[config.mk]
export PLATFORM = sky130hd
export DESIGN_NAME = fpga_board_top
export DESIGN_NICKNAME = d
export VERILOG_FILES = /design/src/rtl/fpga_board_top.sv
export SDC_FILE = /design/constraint.sdc
export NUM_CORES = 2
export LEC_CHECK = 0
export ABC_CLOCK_PERIOD_IN_PS = 5200
export CORE_MARGIN = 1.5
export CORE_UTILIZATION = 54
export CTS_CLUSTER_DIAMETER = 120
export CTS_CLUSTER_SIZE = 14
export DETAILED_ROUTE_END_ITERATION = 6
export PLACE_DENSITY = 0.71
export SYNTH_ARGS = -nofsm -noshare
export SYNTH_HDL_FRONTEND = slang
export SYNTH_SLANG_ARGS = --single-unit
[constraint.sdc]
create_clock -name clock -period 5.2 [get_ports clock]
set_clock_uncertainty 0.05 [all_clocks]
set_input_delay 1.3 -clock clock [delete_from_list [all_inputs] [get_ports clock]]
set_output_delay 1.3 -clock clock [all_outputs]
set_load 0.03 [all_outputs]
[src/rtl/fpga_board_top.sv]
// fpga_board_top -- board-level wrapper for simulation and bring-up.
//
// Synchronises the board reset, holds the internal reset for a stretch
// period, then runs an autonomous memory BIST on a scratch RAM: writes an
// LFSR pattern to every word, reads it back, and compares each word
// against the regenerated pattern. The result is reported on sticky flags.
//
// Ports:
//   clock       in   board clock, all logic on rising edge
//   reset       in   board reset, asynchronous, active-low
//   io_success  out  BIST finished with zero mismatches (sticky until reset)
//   io_fail     out  BIST finished with one or more mismatches (sticky)
//   io_done     out  BIST finished, pass or fail (sticky)
//
// Build option:
//   BOARD_ERR_INJECT_EN -- when defined, the word written to address
//   MEM_DEPTH/2 has bit 0 inverted so the BIST must report a failure.

module fpga_board_top #(
    parameter int unsigned RST_STRETCH = 16,
    parameter int unsigned MEM_DEPTH   = 64,
    parameter int unsigned DATA_W      = 32,
    parameter logic [31:0] LFSR_SEED   = 32'hACE1_2468
) (
    input  logic clock,
    input  logic reset,
    output logic io_success,
    output logic io_fail,
    output logic io_done
);

    localparam int unsigned AW = $clog2(MEM_DEPTH);
    localparam int unsigned CW = (RST_STRETCH > 1) ? $clog2(RST_STRETCH) : 1;

    localparam logic [CW-1:0]     STRETCH_LAST = CW'(RST_STRETCH - 1);
    localparam logic [AW-1:0]     ADDR_LAST    = '1;
    localparam logic [DATA_W-1:0] SEED         = (LFSR_SEED == 32'h0) ? DATA_W'(1) : DATA_W'(LFSR_SEED);
    localparam logic [DATA_W-1:0] TAPS         = DATA_W'(32'h8020_0003);

    typedef enum logic [2:0] {
        STRETCH,
        WRITE,
        READ,
        DRAIN,
        DONE
    } state_t;

    state_t state;
    state_t state_next;

    logic [1:0]        rst_sync;
    logic              rst_n;
    logic [CW-1:0]     stretch_cnt;
    logic [AW-1:0]     addr;
    logic [DATA_W-1:0] lfsr;
    logic [DATA_W-1:0] lfsr_next;
    logic [DATA_W-1:0] wdata;
    logic [DATA_W-1:0] rdata;
    logic [DATA_W-1:0] exp_data;
    logic              rd_valid;
    logic              mismatch;
    logic              error;
    logic [15:0]       mismatch_cnt;
    logic [DATA_W-1:0] mem [MEM_DEPTH];

    // Reset synchroniser: asserts asynchronously, releases on the 2nd edge.
    always_ff @(posedge clock or negedge reset) begin
        if (!reset) begin
            rst_sync <= '0;
        end else begin
            rst_sync <= {rst_sync[0], 1'b1};
        end
    end

    assign rst_n = rst_sync[1];

    always_comb begin
        lfsr_next = {1'b0, lfsr[DATA_W-1:1]} ^ (lfsr[0] ? TAPS : '0);
    end

    always_comb begin
`ifdef BOARD_ERR_INJECT_EN
        wdata = lfsr ^ ((addr == AW'(MEM_DEPTH / 2)) ? DATA_W'(1) : '0);
`else
        wdata = lfsr;
`endif
    end

    // Single-port scratch RAM, read data valid one cycle after the address.
    always_ff @(posedge clock) begin
        if (state == WRITE) begin
            mem[addr] <= wdata;
        end
        rdata <= mem[addr];
    end

    assign mismatch = rd_valid && (rdata != exp_data);
    // The saturating count never returns to zero, so it doubles as the sticky flag.
    assign error    = (mismatch_cnt != '0);

    always_ff @(posedge clock or negedge rst_n) begin
        if (!rst_n) begin
            state <= STRETCH;
        end else begin
            state <= state_next;
        end
    end

    always_comb begin
        state_next = state;
        case (state)
            STRETCH: if (stretch_cnt == STRETCH_LAST) state_next = WRITE;
            WRITE:   if (addr == ADDR_LAST)           state_next = READ;
            READ:    if (addr == ADDR_LAST)           state_next = DRAIN;
            DRAIN:   state_next = DONE;
            DONE:    state_next = DONE;
            default: state_next = STRETCH;
        endcase
    end

    always_ff @(posedge clock or negedge rst_n) begin
        if (!rst_n) begin
            stretch_cnt  <= '0;
            addr         <= '0;
            lfsr         <= SEED;
            exp_data     <= '0;
            rd_valid     <= 1'b0;
            mismatch_cnt <= '0;
            io_success   <= 1'b0;
            io_fail      <= 1'b0;
            io_done      <= 1'b0;
        end else begin
            // Expected word travels alongside the read so it lines up with rdata.
            rd_valid <= (state == READ);
            if (state == READ) begin
                exp_data <= lfsr;
            end
            if (mismatch && (mismatch_cnt != '1)) begin
                mismatch_cnt <= mismatch_cnt + 16'd1;
            end
            case (state)
                STRETCH: begin
                    if (stretch_cnt != STRETCH_LAST) begin
                        stretch_cnt <= stretch_cnt + CW'(1);
                    end
                end
                WRITE: begin
                    // Address wraps to 0 at the end, ready for the read pass.
                    addr <= addr + AW'(1);
                    lfsr <= (addr == ADDR_LAST) ? SEED : lfsr_next;
                end
                READ: begin
                    addr <= addr + AW'(1);
                    lfsr <= lfsr_next;
                end
                DRAIN: begin
                    // Final compare happens this cycle, so fold it in directly.
                    io_done    <= 1'b1;
                    io_success <= !(error || mismatch);
                    io_fail    <= error || mismatch;
                end
                default: begin
                end
            endcase
        end
    end

endmodule

### Word-level counts from Yosys, hierarchy flattened

Memory sizes are Yosys's and may differ from the RTL's. A register that Yosys moved wholly into a read port is not among the register bits.
Index checks and enable logic that the tools add are counted.

* $add $sub $neg: 3
* eq/ne operators: 12
* multiplexer cells: 9
* bitwise operators: 1
* reduce and logical (&&, ||, !) cells: 11

Operator list (number)
* 32-bit two-way mux: 2
* 32-bit one-hot mux with 2 select lines: 1
* 32-bit != test: 1
* 31-bit by 32-bit XOR with 32-bit output: 1
* 16-bit by 1-bit adder with 16-bit output, second input constant: 1
* 16-bit != test, second input constant: 1
* 16-bit nonzero test: 1
* 3-bit one-hot mux with 4 select lines: 1
* 3-bit two-way mux: 3
* 6-bit by 1-bit adder with 6-bit output, second input constant: 1
* 3-bit by 2-bit equality test with 1-bit output, second input constant: 2
* 6-bit equality test, second input constant: 1
* 4-bit by 1-bit adder with 4-bit output, second input constant: 1
* 4-bit equality test, second input constant: 1
* 2-bit != test, second input constant: 2
* 4-bit != test, second input constant: 1
* 2-bit OR reduction: 2
* 3-bit by 1-bit equality test with 1-bit output, second input constant: 1
* 3-bit equality test, second input constant: 1
* 3-bit logical NOT: 1
* 3-bit AND reduction: 1
* 1-bit logical AND: 2
* 1-bit two-way mux: 2
* 2-bit by 1-bit != test with 1-bit output, second input constant: 1
* 4 further kinds: 4

* register bits after elaboration: 99
* memory bits (writable): 2048
* bits of input ports: 2
* output and inout port bits: 3
* memories kept: 1

Memory list
* mem: words 64, bits a word 32, read ports 1, clocked after Yosys merged registers in 1, wr ports 1, RTL line 64 `logic [DATA_W-1:0] mem [MEM_DEPTH];`

### Longest topological paths before layout

* depth after elaboration: 4
* depth in mapped cells: 12
* mapped depth without buffers: 7

### Worst setup path after synthesis

No wires, ideal clock.

* path type: reg-to-reg
* from: reg addr[1]
* to: mem mem[17][0], enable pin
* library setup time: 0.421 ns
* arrival time: 3.140 ns
* required time: 4.729 ns
* slack: 1.589 ns
* cell stages (with the launch flop): 9
* buffers on the path: 5
* period minus slack after synthesis: 3.611 ns
* cell sequence: dfrtp_1 buf_6 buf_6 nor2_1 buf_2 buf_2 buf_1 nand2_1 nor2_1

RTL lines
* start: declaration: RTL line 54 `logic [AW-1:0] addr;`
* start signal: assignment: RTL line 149 `addr <= addr + AW'(1);`
* start signal: assignment: RTL line 153 `addr <= addr + AW'(1);`
* end: declaration: RTL line 64

Straight into the memory's write port.

==> run metrics <==
Die H=396 µm; CTS tree=yes; Netlist cell types=74; setup TNS=0 ns; Clock Path Buffers=3; most frequent cell after synthesis=edfxtp_1; Seq/Total Area, Yosys=77.6%; reg-to-reg startpoint=addr[0]; All-Layer GR Usage=33.0%; initial core utilization=54.6%; Critical Path End=rdata[14]; Routed WL per cell=38.9 µm; maximum vdd drop=368 µV; Yosys warning total=0; initial antenna violation count=25; share of flip-flops with an asynchronous set or reset=4.54%; number of flops mapped to enable cells by yosys=2048; status=finished, violations left; die area=157000 µm²; max-cap violation count=0; relative slew slack=5.14%; post-CTS setup buffer count=0; RSZ-0062 raised after global routing=false; power per cell area=337 nW/µm²; Post-synth top cells=edfxtp_1 (2048), mux2i_1 (219), a221oi_1 (175), mux4_2 (174), mux2_2 (161); number of H-tree branching levels=4; clock transition at the registers of the reported paths=0.07 ns; # clock sinks=2179; Area Overhead vs Synth=10.3%; hold crit path type=flip-flop to flip-flop; Worst Hold Depth=0; Post-Syn Area=83300 µm²; HPWL Detailed=152 mm; layout cells sized above 1=19.7%; routability cong.=0.992; die width=396 µm; Via Count=47500; FP Rows=143; Area contributors post-synth=edfxtp_1 (74%), mux4_2 (4.7%), mux2i_1 (2.6%); GR Overflow Total=0; area of the core=153000 µm²; DRT iter0 DRCs=9369; WP data required=5.87 ns; first-pass GRT wire length=359 mm; CTS root buf=clkbuf_16; CTS buffer count=173; Syn Inst Count=4402; post-cts resize count=0; Startpoint Class=flip-flop; hold buffer count at CTS=0; reg2reg path depth=6; Layout Cells excl Fill=6649; area share of the largest cell type after synthesis=73.8%; Final ANT Viol Nets=0; largest net degree at the start of global routing=81; fmax=0.232 GHz; fillers=10700; Net count, final=4541; Clock Latency Late Sink=0.84 ns; Reg2Reg Setup Slack=0.90 ns; port bufs=4; Slew @ Worst Pin=1.38 ns; Synthesized Nets=4408; dominant cell type by area after synthesis=edfxtp_1; largest fanout on the critical path=29; Critical Path Start=addr[0]; Ports=5; Worst Path Arrival=4.98 ns; final hold violations=0; Final period util=82.7%; DRC errors left=3; vias in the first global route=44900; placed cells=6390; Static Leak=24.1 nW; crit path kind=flip-flop to flip-flop; critical path capture point type=flip-flop; DRT Pass-1 Iters=7; failing checks=design-rule violations; final critical-path required period=4.30 ns; FF-to-FF End=rdata[14]; Top FF cell, synth=edfxtp_1; drt via density=7.15; # setup viols final=0; Avg Cell Area, Syn=18.9 µm²; #FFs+latches synth=2179; Routed WL=259 mm; Max Slew Vio Count=0
[through the flow]
stage                     util [%]  instance area (µm²)  worst slack, ns  hold WS, ns  power, mW
after floorplan                  -                83300             1.59        0.281       19.3
after global placement        57.0                87100            0.985        0.296       19.3
after detailed placement      57.0                87100             1.03        0.291       19.3
after CTS                     60.2                91900             1.02        0.319       31.0
after global routing          60.2                91900            0.955        0.326       31.6
final                         60.2                91900            0.899        0.314       31.0
[worst max-delay path, cell delays in order, from the launching register on]
cell and delay, ns:
dfrtp_4 0.80, buf_4 0.55, mux4_2 0.57, and3_1 0.20, a31oi_1 0.87, o211ai_1 0.60
or3_1 0.48
[kinds of logic (layout without fill, tap and decap cells)]
family | count (synthesis) | after routing | synth area share (%)
compound gates | 866 | 866 | 7.62
xor+xnor | 57 | 57 | 0.599
fa+ha+maj | 4 | 4 | 0.0601
buf+inv | 294 | 503 | 1.95
flops | 2179 | 2179 | 77.6
mux | 563 | 563 | 9.72
other cells | 1 | 9 | 0.00450
simple gates | 438 | 438 | 2.46
[layout by cell type (no fill, tap or decap), types with 8 or more instances in the layout]
| cell | instances |
|---|---|
| edfxtp_1 | 2048 |
| mux2i_1 | 219 |
| buf_4 | 214 |
| clkbuf_16 | 176 |
| a221oi_1 | 175 |
| mux4_2 | 174 |
| mux2_2 | 161 |
| a22oi_1 | 140 |
| nand2_1 | 114 |
| o22ai_1 | 113 |
| a21oi_1 | 111 |
| o21ai_0 | 94 |
| nor2_1 | 87 |
| nor2_4 | 66 |
| dfrtp_1 | 63 |
| clkbuf_1 | 62 |
| xnor2_1 | 57 |
| a22o_1 | 52 |
| a221o_1 | 50 |
| dfxtp_1 | 32 |
| nand4_1 | 31 |
| nand3_1 | 31 |
| buf_12 | 27 |
| a31oi_1 | 25 |
| a222oi_1 | 25 |
| o22a_1 | 17 |
| nor3_1 | 16 |
| and3_1 | 14 |
| or4_1 | 14 |
| dfrtp_2 | 14 |
| dfstp_2 | 13 |
| nand2b_1 | 9 |
| o221ai_1 | 9 |
| dfrtp_4 | 9 |
| diode_2 | 8 |
| o2bb2ai_1 | 8 |
[worst min-delay path by stage]
stage / startpoint / to
global route: rst_sync[0] / rst_sync[1]
finish: rst_sync[0] / rst_sync[1]
global placement: rst_sync[0] / rst_sync[1]
floorplan: rst_sync[0] / rst_sync[1]
detailed placement: rst_sync[0] / rst_sync[1]
CTS: rst_sync[0] / rst_sync[1]
[flip-flops by register name, summed over array words and instances (netlist names)]
signal / flops
mem: 2048
io_fail: 1
rst_sync: 2
rd_valid: 1
exp_data: 32
io_success: 1
stretch_cnt: 4
mismatch_cnt: 16
io_done: 1
state: 3
lfsr: 32
addr: 6
rdata: 32
[routing by layer]
metal  share of wire (%)  global-route usage, %  wire length (µm)
met5               0.073                      0               188
met4                 7.0                   19.0             18100
met3                  16                   10.9             40300
met2                  43                   47.4            111000
met1                  34                   44.3             89100
[where the power goes]
group          internal, mW  switching, mW  leakage (nW)
combinational       0.00114        0.00717          5.96
clock                  6.18           5.92          2.32
sequential             18.9        0.00914          15.8
[layout make-up]
| class | count | area [µm²] | area share, % |
|---|---|---|---|
| flip-flops and latches | 2179 | 64700 | 70.4 |
| multi-input cells | 1929 | 17600 | 19.2 |
| clock buffers | 238 | 4640 | 5.05 |
| well taps | 2030 | 2540 | 2.76 |
| repair buffers | 245 | 2190 | 2.38 |
| clock inverters | 13 | 176 | 0.192 |
| inverters | 7 | 35.0 | 0.0381 |
| diodes | 8 | 20.0 | 0.0218 |
No activity file was read; power rests on OpenSTA's default activity.
